### src/rtl/sid_i2s_tx.sv
// sid_i2s_tx: converts the SID unsigned audio sum to saturated signed PCM, buffers one
// sample and serialises it as a mono-duplicated I2S stream (BCLK, LRCLK, SDATA).
module sid_i2s_tx #(
    parameter int          BCLK_DIV   = 4,
    parameter logic [15:0] DC_OFFSET  = 16'd6144,
    parameter int          GAIN_SHIFT = 2
) (
    input  logic        clk,
    input  logic        n_reset,
    input  logic [15:0] sample_in,
    input  logic        sample_valid,
    output logic        sample_ready,
    output logic        i2s_bclk,
    output logic        i2s_lrclk,
    output logic        i2s_sdata,
    output logic        underrun
);
    localparam int DW = BCLK_DIV > 1 ? $clog2(BCLK_DIV) : 1;
    localparam logic [DW-1:0] DIV_MAX = DW'(BCLK_DIV - 1);

    logic [DW-1:0] r_div_cnt;
    logic          r_bclk, r_lrclk, r_sdata, r_underrun, r_hold_full, r_armed;
    logic [15:0]   r_hold, r_word;
    logic [4:0]    r_bit_cnt;

    logic signed [16:0] w_diff;
    logic signed [19:0] w_scaled;
    logic [15:0]        w_sat, w_word_next;
    logic               w_wrap, w_accept, w_fall, w_load;
    logic [4:0]         w_n, w_n_next;

    always_comb begin
        w_diff      = $signed({1'b0, sample_in}) - $signed({1'b0, DC_OFFSET});
        w_scaled    = {{3{w_diff[16]}}, w_diff} <<< GAIN_SHIFT;
        w_sat       = w_scaled > 20'sd32767 ? 16'h7fff : w_scaled < -20'sd32768 ? 16'h8000 : w_scaled[15:0];
        w_wrap      = r_div_cnt == DIV_MAX;
        w_accept    = sample_valid & ~r_hold_full;
        w_fall      = r_bclk & w_wrap;
        w_n         = r_bit_cnt + 5'd1;
        w_n_next    = w_n + 5'd1;
        w_load      = w_fall & (w_n == 5'd0);
        w_word_next = w_load & r_hold_full ? r_hold : r_word;
    end

    // LRCLK takes bit 4 of the next bit index so it leads each word's MSB by one BCLK
    always_ff @(posedge clk or negedge n_reset) begin
        if (!n_reset) begin
            r_div_cnt   <= '0;
            r_bclk      <= 1'b0;
            r_lrclk     <= 1'b0;
            r_sdata     <= 1'b0;
            r_underrun  <= 1'b0;
            r_hold_full <= 1'b0;
            r_armed     <= 1'b0;
            r_hold      <= 16'd0;
            r_word      <= 16'd0;
            r_bit_cnt   <= 5'd31;
        end else begin
            r_div_cnt   <= w_wrap ? '0 : r_div_cnt + 1'b1;
            r_bclk      <= w_wrap ? ~r_bclk : r_bclk;
            r_underrun  <= w_load & ~r_hold_full & r_armed;
            r_hold_full <= w_accept | (r_hold_full & ~w_load);
            if (w_accept) begin
                r_hold  <= w_sat;
                r_armed <= 1'b1;
            end
            if (w_fall) begin
                r_bit_cnt <= w_n;
                r_word    <= w_word_next;
                r_sdata   <= w_word_next[~w_n[3:0]];
                r_lrclk   <= w_n_next[4];
            end
        end
    end

    assign sample_ready = ~r_hold_full;
    assign i2s_bclk     = r_bclk;
    assign i2s_lrclk    = r_lrclk;
    assign i2s_sdata    = r_sdata;
    assign underrun     = r_underrun;
endmodule

### config.mk
export PLATFORM = sky130hd
export DESIGN_NAME = sid_i2s_tx
export DESIGN_NICKNAME = d
export VERILOG_FILES = /design/src/rtl/sid_i2s_tx.sv
export SDC_FILE = /design/constraint.sdc
export NUM_CORES = 1
export LEC_CHECK = 0
export ABC_AREA = 0
export ABC_CLOCK_PERIOD_IN_PS = 3400
export CAP_MARGIN = 20
export CORE_MARGIN = 1
export CORE_UTILIZATION = 55
export DETAILED_ROUTE_END_ITERATION = 7
export GPL_TIMING_DRIVEN = 0
export PLACE_DENSITY = 0.78
export SETUP_SLACK_MARGIN = 0.5
export SKIP_LAST_GASP = 1
export SYNTH_ARGS = -nofsm -noshare
export SYNTH_HDL_FRONTEND = slang
export SYNTH_SLANG_ARGS = --single-unit
### constraint.sdc
create_clock -name clk -period 3.4 [get_ports clk]
set_input_delay 0.85 -clock clk [delete_from_list [all_inputs] [get_ports clk]]
set_output_delay 0.85 -clock clk [all_outputs]
set_load 0.05 [all_outputs]
# Yosys cells after proc, flatten, opt, wreduce, memory -nomap -nowiden
# Index checks and enable logic that the tools add are counted.
dict set report word_totals {
  regBits 45
  latch_bits 0
  ramBits 0
  mem_bits_ro 0
  output_inout_bits 5
  word_cells 37
  mem_count 0
}
dict set report classes {
  addsub 4
  n_mul 0
  n_div 0
  magnitude_cmp 3
  n_eq_ne 1
  shifts 0
  muxes 6
  bitwise 12
  reduce_logical 1
}
# cell n
set op_table {}
lappend op_table {{$mux W16} 3}
lappend op_table {{$gt A19 B16 Y1 const B} 1}
lappend op_table {{$lt A19 B16 Y1 const B} 1}
lappend op_table {{$sub A16 B13 Y17 const B} 1}
lappend op_table {{$add A5 B1 Y5 const B} 2}
lappend op_table {{$and A1 B1 Y1} 7}
lappend op_table {{$logic_not A5 Y1} 1}
lappend op_table {{$lt A4 B5 Y1 const B} 1}
lappend op_table {{$bmux W1 S4} 1}
lappend op_table {{$not A4 Y4} 1}
lappend op_table {{$not A1 Y1} 3}
lappend op_table {{$add A2 B1 Y2 const B} 1}
lappend op_table {{$eq A2 B2 Y1 const B} 1}
lappend op_table {{$mux W2} 1}
lappend op_table {{$mux W1} 1}
lappend op_table {{$or A1 B1 Y1} 1}

# Logic depth before layout (Yosys ltp)
# Gate-level depths: netlist of the first run.
dict set report depth {
  depth_word 7
  ltp_mapped 11
  mapped_depth_nobuf 8
}

# Least setup slack after synthesis of the first run
# No wires, ideal clock.
dict set report synth_path {
  kind {register -> register}
  from {reg r_bit_cnt[0]}
  to {reg r_sdata, in the netlist i2s_sdata}
  setup_time_ps 144
  arrival_time_ps 2277
  required_time_ps 3256
  setup_slack_ps 979
  path_stages_with_launch 10
  period_less_slack_ps 2421
  cell_sequence {dfstp_2 buf_6 buf_4 inv_1 ha_1 clkbuf_1 mux4_2 mux2_2 o31ai_1 a41oi_1}
}
dict set report synth_via {
  elab_chain_cells 7
  word_cells_on_any_way 8
  classes_between {1 x add/sub; 3 x mux; 3 x bitwise; 1 x reduce/logical}
}
# element line
set synth_lines {}
lappend synth_lines {{start: declaration} 24} ;# logic [4:0] r_bit_cnt;
lappend synth_lines {{start signal: assignment} 68} ;# r_bit_cnt <= w_n;
lappend synth_lines {{$add A5 B1 Y5 (*)} 39} ;# w_n = r_bit_cnt + 5'd1;
lappend synth_lines {{net w_n[0]} 30} ;# logic [4:0] w_n, w_n_next;
lappend synth_lines {{$logic_not A5 Y1} 41} ;# w_load = w_fall & (w_n == 5'd0);
lappend synth_lines {{$and A1 B1 Y1} 41}
lappend synth_lines {{$and A1 B1 Y1} 42} ;# w_word_next = w_load & r_hold_full ? r_hold : r_word;
lappend synth_lines {{$mux W16} 42}
lappend synth_lines {{$bmux W1 S4 (*)} 70} ;# r_sdata <= w_word_next[~w_n[3:0]];
lappend synth_lines {{$mux W1 (not written as such) (*)} 70}
lappend synth_lines {{end signal: assignment} 70}
lappend synth_lines {{end: declaration} 22} ;# logic r_bclk, r_lrclk, r_sdata, r_underrun, r_hold_full, r_armed;
# The timed path passes the listed nets; every way through them passes the cells marked *. The select of a mux whose other input is x is not followed.
# A chain may end at the register's enable or synchronous reset.

# Worst setup path after layout of the first run
# Ends and elaborated chain as after synthesis.

==> results of run 1 <==
## Yosys cell counts, types with 2 or more instances
master | instances | share of area
xor2_1 | 4 | 0.016
mux2i_1 | 2 | 0.0092
xnor2_1 | 4 | 0.016
clkbuf_1 | 5 | 0.0087
dfrtp_1 | 39 | 0.45
nand4_1 | 2 | 0.0058
buf_4 | 3 | 0.010
and3_1 | 2 | 0.0058
a21oi_2 | 2 | 0.0081
inv_1 | 8 | 0.014
nor4_1 | 2 | 0.0058
nand3_1 | 2 | 0.0046
mux4_2 | 5 | 0.052
ha_1 | 5 | 0.029
nand2_1 | 26 | 0.045
mux2_2 | 18 | 0.093
dfstp_2 | 5 | 0.061
o21ai_0 | 16 | 0.037
a21oi_1 | 6 | 0.014
nor2_1 | 19 | 0.033
## where the power goes
group	internal [mW]	switching [mW]
combinational	0.0362	0.0335
sequential	0.544	0.0179
clock	0.218	0.174
total	0.798	0.225
## metrics by stage
| stage | total power, mW | utilization | cell area (um^2) |
|---|---|---|---|
| after floorplan | 0.5923 | - | 2168 |
| after global placement | 0.6330 | 0.6616 | 2459 |
| final | 1.023 | 0.6946 | 2581 |
| after global routing | 1.061 | 0.6946 | 2581 |
| after CTS | 1.032 | 0.6946 | 2581 |
| after detailed placement | 0.6416 | 0.6657 | 2474 |
## flip-flops by register name, indices dropped and copies added, names as in the netlist
name,flops
r_word,16
r_hold,15
r_bit_cnt,5
r_div_cnt,2
i2s_bclk,1
i2s_lrclk,1
i2s_sdata,1
r_armed,1
r_hold_full,1
underrun,1
## cells in the final DEF, fill, tap and decap left out, drive strengths merged, types with 2 or more instances in the layout
cell type	Yosys	layout
clkdlybuf4s50	0	22
mux4	5	5
xnor2	4	4
mux2i	2	2
inv	8	8
o21ai	16	16
dfstp	5	5
a21oi	8	8
dfrtp	39	39
xor2	4	4
clkbuf	6	12
nand3	2	2
mux2	18	18
ha	5	5
nor4	2	2
nor2	19	19
and3	3	3
nand2	26	26
nand4	2	2
buf	6	8
## kinds of logic (layout without fill, tap and decap cells)
family	count (synthesis)	count (layout)
flip-flops	44	44
multiplexers	25	25
adder cells (fa/ha/maj)	5	5
XOR/XNOR	8	8
buffers and inverters	20	52
AND/OR/NAND/NOR	57	57
AO/OA/AOI/OAI	37	37
## layer usage
layer | vias to the layer above | global-route usage | share of wire
met4 | 0 | 0.1056 | 0.019
li1 | 740 | - | -
met3 | 10 | 0.04754 | 0.031
met5 | - | 0 | 0
met2 | 36 | 0.3984 | 0.52
met1 | 769 | 0.2921 | 0.43
## worst paths after layout
path	from	endpoint	depth (start not counted)
worst max-delay path	r_bit_cnt[0]$_DFFE_PN1N_	i2s_sdata$_DFFE_PN0N_	9
worst min-delay path	r_div_cnt[0]$_DFF_PN0_	r_div_cnt[0]$_DFF_PN0_	1
worst max register to register	r_bit_cnt[0]$_DFFE_PN1N_	i2s_sdata$_DFFE_PN0N_	9
worst min register to register	r_div_cnt[0]$_DFF_PN0_	r_div_cnt[0]$_DFF_PN0_	1
max in group asynchronous	n_reset	r_bit_cnt[0]$_DFFE_PN1N_	2
min in group asynchronous	n_reset	r_div_cnt[0]$_DFF_PN0_	2
## final cells by class
class | instances | share of cell area
multi-input combinational | 132 | 0.3737
inverter | 8 | 0.01163
clock buffer | 6 | 0.02811
tap | 48 | 0.02327
buffer | 12 | 0.02569
clock inverter | 2 | 0.01357
timing repair buffer | 24 | 0.09501
sequential | 44 | 0.4290
==> results.sh, run 1 <==
export IMPL_status="complete, no violations"
export IMPL_die_h_um=64.79
export IMPL_grt_use_total=0.2365
export IMPL_fill_cells=298
export IMPL_synth_cell_types=41
export IMPL_start_util=0.5835
export IMPL_finalHoldViolCount=0
export IMPL_routabilityCongestion=0.7746
export IMPL_grt_pass1_vias=1637
export IMPL_maxSlewHeadroom=0.6366
export IMPL_crit_chain="buf_6, buf_4, inv_1, ha_1, clkbuf_1, mux4_2, mux2_2, o31ai_1, a41oi_1"
export IMPL_start_kind="flop"
export IMPL_critical_path_buf_inv_count=4
export IMPL_worstSetupPathType="flop to flop"
export IMPL_diodes=0
export IMPL_area_growth_pct=19.04
export IMPL_finalNonFillerCells=276
export IMPL_drt_iter0_drc=117
export IMPL_num_io_pins=24
export IMPL_cts_setup_buffers=0
export IMPL_syn_num_nets=220
export IMPL_muxShareOfSynthArea=0.1546
export IMPL_yosys_area_share_simple=0.1166
export IMPL_hpwlAfterDp_mm=3.116
export IMPL_clk_latency_ns=0.30
export IMPL_hp_class="flop to flop"
export IMPL_ys_seq_area_frac=0.5107
export IMPL_antenna_found_initial=0
export IMPL_whs_ns=0.4435
export IMPL_portBuffers=23
export IMPL_layout_nets=251
export IMPL_ys_ff_latch=44
export IMPL_setup_viol=0
export IMPL_maxCapViolCount=0
export IMPL_ir_drop_mv=0.2210
export IMPL_grt_max_degree=45
export IMPL_yosys_warnings=0
export IMPL_wl_per_cell_um=15.49
export IMPL_htreeDepth=2
export IMPL_worst_slack_ns=0.6476
export IMPL_clock_fmax_ghz=0.3633
export IMPL_synthCells=196
export IMPL_ys_flop_type="dfrtp_1"
export IMPL_synth_top_family_by_area="multiplexers"
export IMPL_path_clk_slew_ns=0.08
export IMPL_wirelength_mm=4.274
export IMPL_arrival_ns=2.91
export IMPL_crit_family="buffers and inverters"
export IMPL_clock_skew_ns=0.006312
export IMPL_layout_min_cycle_time_ns=2.752
export IMPL_crit_path_max_fanout=10
export IMPL_vias_per_cell=5.634
export IMPL_slowest_stage="dfstp_2"
export IMPL_maxSlewViolCount=0
export IMPL_ctsResizeCount=0
export IMPL_hold_buffers=0
export IMPL_synth_fa_ha_area_frac=0.02885
export IMPL_place_ws_ns=0.6040
export IMPL_netlist_area_mm2=0.002168
export IMPL_vias=1555
export IMPL_cts_made_buffers=5
export IMPL_cts_path_max_buffers=2
export IMPL_grt_overflow=0
export IMPL_coreArea_mm2=0.003716
export IMPL_rows=22
export IMPL_place_inst=268
export IMPL_tightestPinTransition_ns=0.5314
export IMPL_clock_sinks=44
export IMPL_grt_pass1_wl_mm=7.383
export IMPL_drive_gt1_frac=0.2105
export IMPL_postSynth_asyncResetShare=1.000
export IMPL_die_w_um=64.79
export IMPL_leakage_nw=1.163
export IMPL_synth_xor_area_frac=0.03231
export IMPL_rsz0062_at_grt="false"
export IMPL_regArea_mm2=0.001107
export IMPL_power_density_mw_per_mm2=396.5
export IMPL_multi_input_area_um2=964.7
export IMPL_die_area_mm2=0.004198
export IMPL_first_pass_iters=4
export IMPL_syn_area_per_cell_um2=11.06
export IMPL_slowest_delay_ns=0.57
export IMPL_cp_required_ns=3.56
export IMPL_min_period_over_period=0.8095
export IMPL_rrSetupSlack_ns=0.65
export IMPL_synth_compound_area_share=0.1125
export IMPL_final_antenna_net_count=0
export IMPL_cts_root_buffer="clkbuf_8"
export IMPL_cts_tree="done"
export IMPL_drc=0
export IMPL_worstSetupEndpointType="flop"
export IMPL_finalSetupTns_ns=0
export IMPL_synth_enable_flop_cells=0
(Power assumes the default switching activity.)
==> run 2, diff against run 1 <==
--- a/config.mk
+++ b/config.mk
@@ -6,13 +6,13 @@
 export NUM_CORES = 1
 export LEC_CHECK = 0
 export ABC_AREA = 0
-export ABC_CLOCK_PERIOD_IN_PS = 3400
+export ABC_CLOCK_PERIOD_IN_PS = 2500
 export CAP_MARGIN = 20
 export CORE_MARGIN = 1
-export CORE_UTILIZATION = 55
+export CORE_UTILIZATION = 50
 export DETAILED_ROUTE_END_ITERATION = 7
 export GPL_TIMING_DRIVEN = 0
-export PLACE_DENSITY = 0.78
+export PLACE_DENSITY = 0.75
 export SETUP_SLACK_MARGIN = 0.5
 export SKIP_LAST_GASP = 1
 export SYNTH_ARGS = -nofsm -noshare
==> constraint.sdc (replaced) <==
create_clock -name clk -period 2.5 [get_ports clk]
set_input_delay 0.625 -clock clk [delete_from_list [all_inputs] [get_ports clk]]
set_output_delay 0.625 -clock clk [all_outputs]
set_load 0.05 [all_outputs]
==> results.sh, run 2 (synthesis gave the netlist of run 1 again) <==
export IMPL_status="complete, no violations"
export IMPL_p_sw_frac=0.2061
export IMPL_path_clk_slew_ns=0.08
export IMPL_routabilityCongestion=0.7771
export IMPL_p_int_mw=1.185
export IMPL_grt_pass1_vias=1553
export IMPL_crit_family="multiplexers"
export IMPL_p_sw_mw=0.3078
export IMPL_cts_root_buffer="clkbuf_8"
export IMPL_grt_overflow=0
export IMPL_area_growth_pct=30.93
export IMPL_place_inst=270
export IMPL_coreArea_mm2=0.004086
export IMPL_top_register="r_word"
export IMPL_maxSlewViolCount=0
export IMPL_slowest_stage="dfstp_2"
export IMPL_cts_path_max_buffers=2
export IMPL_cts_tree="done"
export IMPL_grt_max_degree=38
export IMPL_finalHoldViolCount=0
export IMPL_hpwlAfterDp_mm=2.938
export IMPL_cp_required_ns=2.67
export IMPL_drt_iter0_drc=56
export IMPL_clock_sinks=44
export IMPL_drive_gt1_frac=0.2954
export IMPL_maxSlewHeadroom=0.6286
export IMPL_crit_chain="buf_6, buf_12, inv_8, ha_4, clkbuf_16, mux4_2, mux2_4, o31ai_2, a41oi_1"
export IMPL_hp_class="primary input to async pin"
export IMPL_worstSetupPathType="flop to flop"
export IMPL_tightestPinTransition_ns=0.5531
export IMPL_final_cell_area_mm2=0.002839
export IMPL_grt_pass1_wl_mm=7.341
export IMPL_clock_skew_ns=0.01483
export IMPL_clk_latency_ns=0.30
export IMPL_setup_viol=0
export IMPL_antenna_found_initial=0
export IMPL_crit_path_max_fanout=7
export IMPL_power_density_mw_per_mm2=526.0
export IMPL_reg_top3="r_word: 16 flops, r_hold: 15 flops, r_bit_cnt: 5 flops"
export IMPL_die_area_mm2=0.004604
export IMPL_start_kind="flop"
export IMPL_wl_per_cell_um=15.33
export IMPL_first_pass_iters=4
export IMPL_seq_power_share=0.512
export IMPL_cts_made_buffers=5
export IMPL_die_h_um=67.86
export IMPL_wirelength_mm=4.401
export IMPL_htreeDepth=2
export IMPL_finalNonFillerCells=287
export IMPL_rsz0062_at_grt="true"
export IMPL_worstSetupEndpointType="flop"
export IMPL_start_util=0.5306
export IMPL_layout_min_cycle_time_ns=2.157
export IMPL_die_w_um=67.86
export IMPL_maxCapViolCount=0
export IMPL_clock_fmax_ghz=0.4635
export IMPL_layout_common_cells="39 x dfrtp_1, 26 x nand2_1, 19 x nor2_1"
export IMPL_p_comb_frac=0.066
export IMPL_rows=23
export IMPL_fill_cells=311
export IMPL_leakage_nw=1.300
export IMPL_final_common_cell="dfrtp_1"
export IMPL_vias=1576
export IMPL_dpl_cell_area_mm2=0.002509
export IMPL_drc=0
export IMPL_vias_per_cell=5.491
export IMPL_min_period_over_period=0.8629
export IMPL_hold_buffers=0
export IMPL_grt_use_total=0.2265
export IMPL_ir_drop_mv=0.3179
export IMPL_fin_util=0.6947
export IMPL_slowest_delay_ns=0.55
export IMPL_diodes=0
export IMPL_power_mw=1.493
export IMPL_num_io_pins=24
export IMPL_final_antenna_net_count=0
export IMPL_largest_reg_flops=16
export IMPL_layout_nets=261
export IMPL_clockPowerShare=0.422
export IMPL_portBuffers=23
export IMPL_arrival_ns=2.33
export IMPL_critical_path_buf_inv_count=4
export IMPL_whs_ns=0.1743
## run 2: routing by layer
metal,wire [um],GRT usage,up-vias
met3,154,0.06000,7
li1,-,-,760
met4,58,0.07813,0
met2,2245,0.3762,37
met1,1943,0.2856,772
met5,0,0,-
## run 2: power by group through the flow
stage	logic, mW	clock network, mW	registers, mW
after floorplan	0.0385	0	0.767
after global placement	0.0881	0	0.776
after detailed placement	0.0940	0	0.778
after CTS	0.0965	0.643	0.764
after global routing	0.113	0.675	0.768
final	0.0988	0.630	0.764
## run 2: layout make-up
type	count	area (um^2)	area share
sequential	44	1107	0.3900
inverter	8	37.54	0.01322
buffer	12	130.1	0.04584
multi-input combinational	132	1036	0.3649
clock buffer	5	68.82	0.02424
timing repair buffer	34	336.6	0.1186
clock inverter	2	60.06	0.02115
tap	50	62.56	0.02204
## run 2: through the flow
step / setup TNS (ns) / setup slack (ns)
after floorplan: 0 / 0.3392
after CTS: 0 / 0.3717
after global placement: -14.46 / -0.3514
after global routing: 0 / 0.2774
final: 0 / 0.3427
after detailed placement: -1.374 / -0.1595
## run 2: path summary, 6_finish.rpt
kind                                            end  cells after the start                startpoint  slack [ns]
min                          r_div_cnt[0]$_DFF_PN0_                      1                   n_reset        0.17
max                           i2s_sdata$_DFFE_PN0N_                      9  r_bit_cnt[0]$_DFFE_PN1N_        0.34
max in group asynchronous  r_bit_cnt[1]$_DFFE_PN1N_                      2                   n_reset        1.82
max reg2reg                   i2s_sdata$_DFFE_PN0N_                      9  r_bit_cnt[0]$_DFFE_PN1N_        0.34
min in group clk             r_div_cnt[0]$_DFF_PN0_                      1    r_div_cnt[0]$_DFF_PN0_        0.44
min reg2reg                  r_div_cnt[0]$_DFF_PN0_                      1    r_div_cnt[0]$_DFF_PN0_        0.44
## run 2: timing repair
action | in CTS | in global routing
setup endpoints to repair | 34 | 29
buffers inserted | 6 | 3
pin swaps | 2 | 2
cloned | 0 | 1
resized for setup | 22 | 14
## run 2: worst register-to-register path: stages, from the launching register on
cell	delay (ns)
dfstp_2	0.55
buf_6	0.11
buf_12	0.11
inv_8	0.03
ha_4	0.25
clkbuf_16	0.14
mux4_2	0.29
mux2_4	0.29
o31ai_2	0.20
a41oi_1	0.06
==> run 3, diff against run 2 <==
--- a/config.mk
+++ b/config.mk
@@ -11,8 +11,8 @@
 export CORE_MARGIN = 1
 export CORE_UTILIZATION = 50
 export DETAILED_ROUTE_END_ITERATION = 7
-export GPL_TIMING_DRIVEN = 0
 export PLACE_DENSITY = 0.75
+export REMOVE_ABC_BUFFERS = 1
 export SETUP_SLACK_MARGIN = 0.5
 export SKIP_LAST_GASP = 1
 export SYNTH_ARGS = -nofsm -noshare
==> results.sh, run 3 (synthesis gave the netlist of run 1 again) <==
export IMPL_power_density_mw_per_mm2=531.8
export IMPL_ir_drop_mv=0.3685
export IMPL_use_met1=0.2801
export IMPL_finalNonFillerCells=279
export IMPL_cts_made_buffers=5
export IMPL_wl_per_cell_um=15.35
export IMPL_cts_root_buffer="clkbuf_8"
export IMPL_maxCapViolCount=0
export IMPL_routabilityCongestion=0.7314
export IMPL_clock_sinks=44
export IMPL_drive_gt1_frac=0.2882
export IMPL_min_period_over_period=0.7983
export IMPL_crit_chain="ha_1, nand2_1, a21oi_2, o21a_4, a21oi_2, o41ai_2, a41oi_1"
export IMPL_p_sw_frac=0.2281
export IMPL_final_antenna_net_count=0
export IMPL_grt_pass1_vias=1516
export IMPL_tightestPinTransition_ns=0.4965
export IMPL_area_growth_pct=21.87
export IMPL_critPathMostFrequentCell="a21oi_2"
export IMPL_die_area_mm2=0.004604
export IMPL_wirelength_mm=4.282
export IMPL_diodes=0
export IMPL_start_util=0.5306
export IMPL_num_io_pins=24
export IMPL_antenna_found_initial=0
export IMPL_grt_pass1_wl_mm=7.148
export IMPL_largest_reg_flops=16
export IMPL_coreArea_mm2=0.004086
export IMPL_status="complete, no violations"
export IMPL_r2r_start="r_bit_cnt[1]$_DFFE_PN1N_"
export IMPL_start_kind="flop"
export IMPL_finalHoldViolCount=0
export IMPL_maxSlewHeadroom=0.6703
export IMPL_rrSetupSlack_ns=0.50
export IMPL_seq_power_share=0.544
export IMPL_grt_overflow=0
export IMPL_clock_fmax_ghz=0.5010
export IMPL_cp_required_ns=2.66
export IMPL_final_common_cell="dfrtp_1"
export IMPL_layout_min_cycle_time_ns=1.996
export IMPL_grt_busiest_layer="met2"
export IMPL_portBuffers=23
export IMPL_layout_common_cells="39 x dfrtp_1, 26 x nand2_1, 18 x nor2_1, 18 x mux2_2, 17 x clkdlybuf4s50_1"
export IMPL_p_int_mw=1.085
export IMPL_clock_skew_ns=0.001960
export IMPL_slowest_stage="dfstp_2"
export IMPL_crit_path_max_fanout=7
export IMPL_htreeDepth=2
export IMPL_reg_top3="r_word: 16 flops, r_hold: 15 flops, r_bit_cnt: 5 flops"
export IMPL_worstSetupPathType="flop to flop"
export IMPL_place_inst=263
export IMPL_vias=1541
export IMPL_vias_per_cell=5.523
export IMPL_slowest_delay_ns=0.60
export IMPL_cts_tree="done"
export IMPL_hpwlAfterDp_mm=2.849
export IMPL_maxSlewViolCount=0
export IMPL_die_w_um=67.86
export IMPL_use_met2=0.3626
export IMPL_leakage_nw=1.218
export IMPL_rsz0062_at_grt="true"
export IMPL_p_sw_mw=0.3205
export IMPL_setup_viol=0
export IMPL_r2r_end="i2s_sdata$_DFFE_PN0N_"
export IMPL_drc=0
export IMPL_grtUsageMet3=0.04500
export IMPL_r2r_cells=7
export IMPL_path_clk_slew_ns=0.08
export IMPL_grt_max_degree=20
export IMPL_hp_class="primary input to async pin"
export IMPL_finalSetupTns_ns=0
export IMPL_layout_nets=252
export IMPL_top_register="r_word"
export IMPL_fill_cells=331
export IMPL_clockPowerShare=0.389
export IMPL_arrival_ns=2.16
export IMPL_grt_use_total=0.2175
export IMPL_clk_latency_ns=0.30
export IMPL_rows=23
export IMPL_die_h_um=67.86
export IMPL_first_pass_iters=4
export IMPL_p_comb_frac=0.068
export IMPL_drt_iter0_drc=56
export IMPL_worstSetupEndpointType="flop"
export IMPL_cts_path_max_buffers=2
run 3: worst max path at each step:
stage,startpoint,to,slack (ns),cells past startpoint
finish,r_bit_cnt[1]$_DFFE_PN1N_,i2s_sdata$_DFFE_PN0N_,0.50,7
detailed placement,sample_in[11],r_hold[11]$_DFFE_PN0P_,0.12,4
floorplan,r_bit_cnt[0]$_DFFE_PN1N_,i2s_sdata$_DFFE_PN0N_,0.26,6
global placement,sample_in[11],r_hold[3]$_DFFE_PN0P_,0.19,4
CTS,r_div_cnt[0]$_DFF_PN0_,i2s_sdata$_DFFE_PN0N_,0.45,7
global route,r_bit_cnt[1]$_DFFE_PN1N_,i2s_sdata$_DFFE_PN0N_,0.39,7
run 3: what timing repair did:
item,in CTS,in global routing
buffers inserted,2,5
endpoints found under the hold margin,0,0
cloned,1,0
hold buffers,0,0
gates resized for setup,10,10
pin swaps,1,2
setup endpoints to repair,19,23
run 3: routing by layer:
metal  share of wire  up-vias
li1                -      747
met1            0.45      755
met2            0.50       35
met3           0.033        4
met4           0.011        0
met5               0        -
run 3: area by class of cell:
class                   instances  area (um^2)  share of cell area
inverters                       8        30.03             0.01136
clock inverters                 3        42.54             0.01610
clock buffers                   5        68.82             0.02604
repair buffers                 36        314.1              0.1188
multi-input cells             133         1017              0.3849
well taps                      50        62.56             0.02367
flip-flops and latches         44         1107              0.4190
run 3: worst max-delay path: cells and delay by family (launching register included):
kind | cells | cell delay (ns)
compound gates | 5 | 0.95
flops | 1 | 0.60
fa+ha+maj | 1 | 0.22
simple gates | 1 | 0.08
run 3: power by group through the flow:
| stage | clock network [mW] | logic, mW | registers, mW |
|---|---|---|---|
| floorplan | 0 | 0.0379 | 0.767 |
| global placement | 0 | 0.0916 | 0.776 |
| detailed placement | 0 | 0.0948 | 0.777 |
| CTS | 0.556 | 0.0961 | 0.763 |
| global route | 0.587 | 0.112 | 0.767 |
| finish | 0.546 | 0.0952 | 0.764 |
run 3: metrics by stage:
stage               setup WS [ns]  hold slack [ns]  utilization  cell area [um^2]  power, mW
detailed placement         0.1191           0.4334       0.5958              2435     0.8720
finish                     0.5042           0.2459       0.6467              2643      1.405
CTS                        0.4530           0.2523       0.6326              2585      1.415
global route               0.3883           0.2759       0.6467              2643      1.466
floorplan                  0.2572           0.3294            -              2102     0.8050
global placement           0.1902           0.4240       0.5958              2435     0.8675
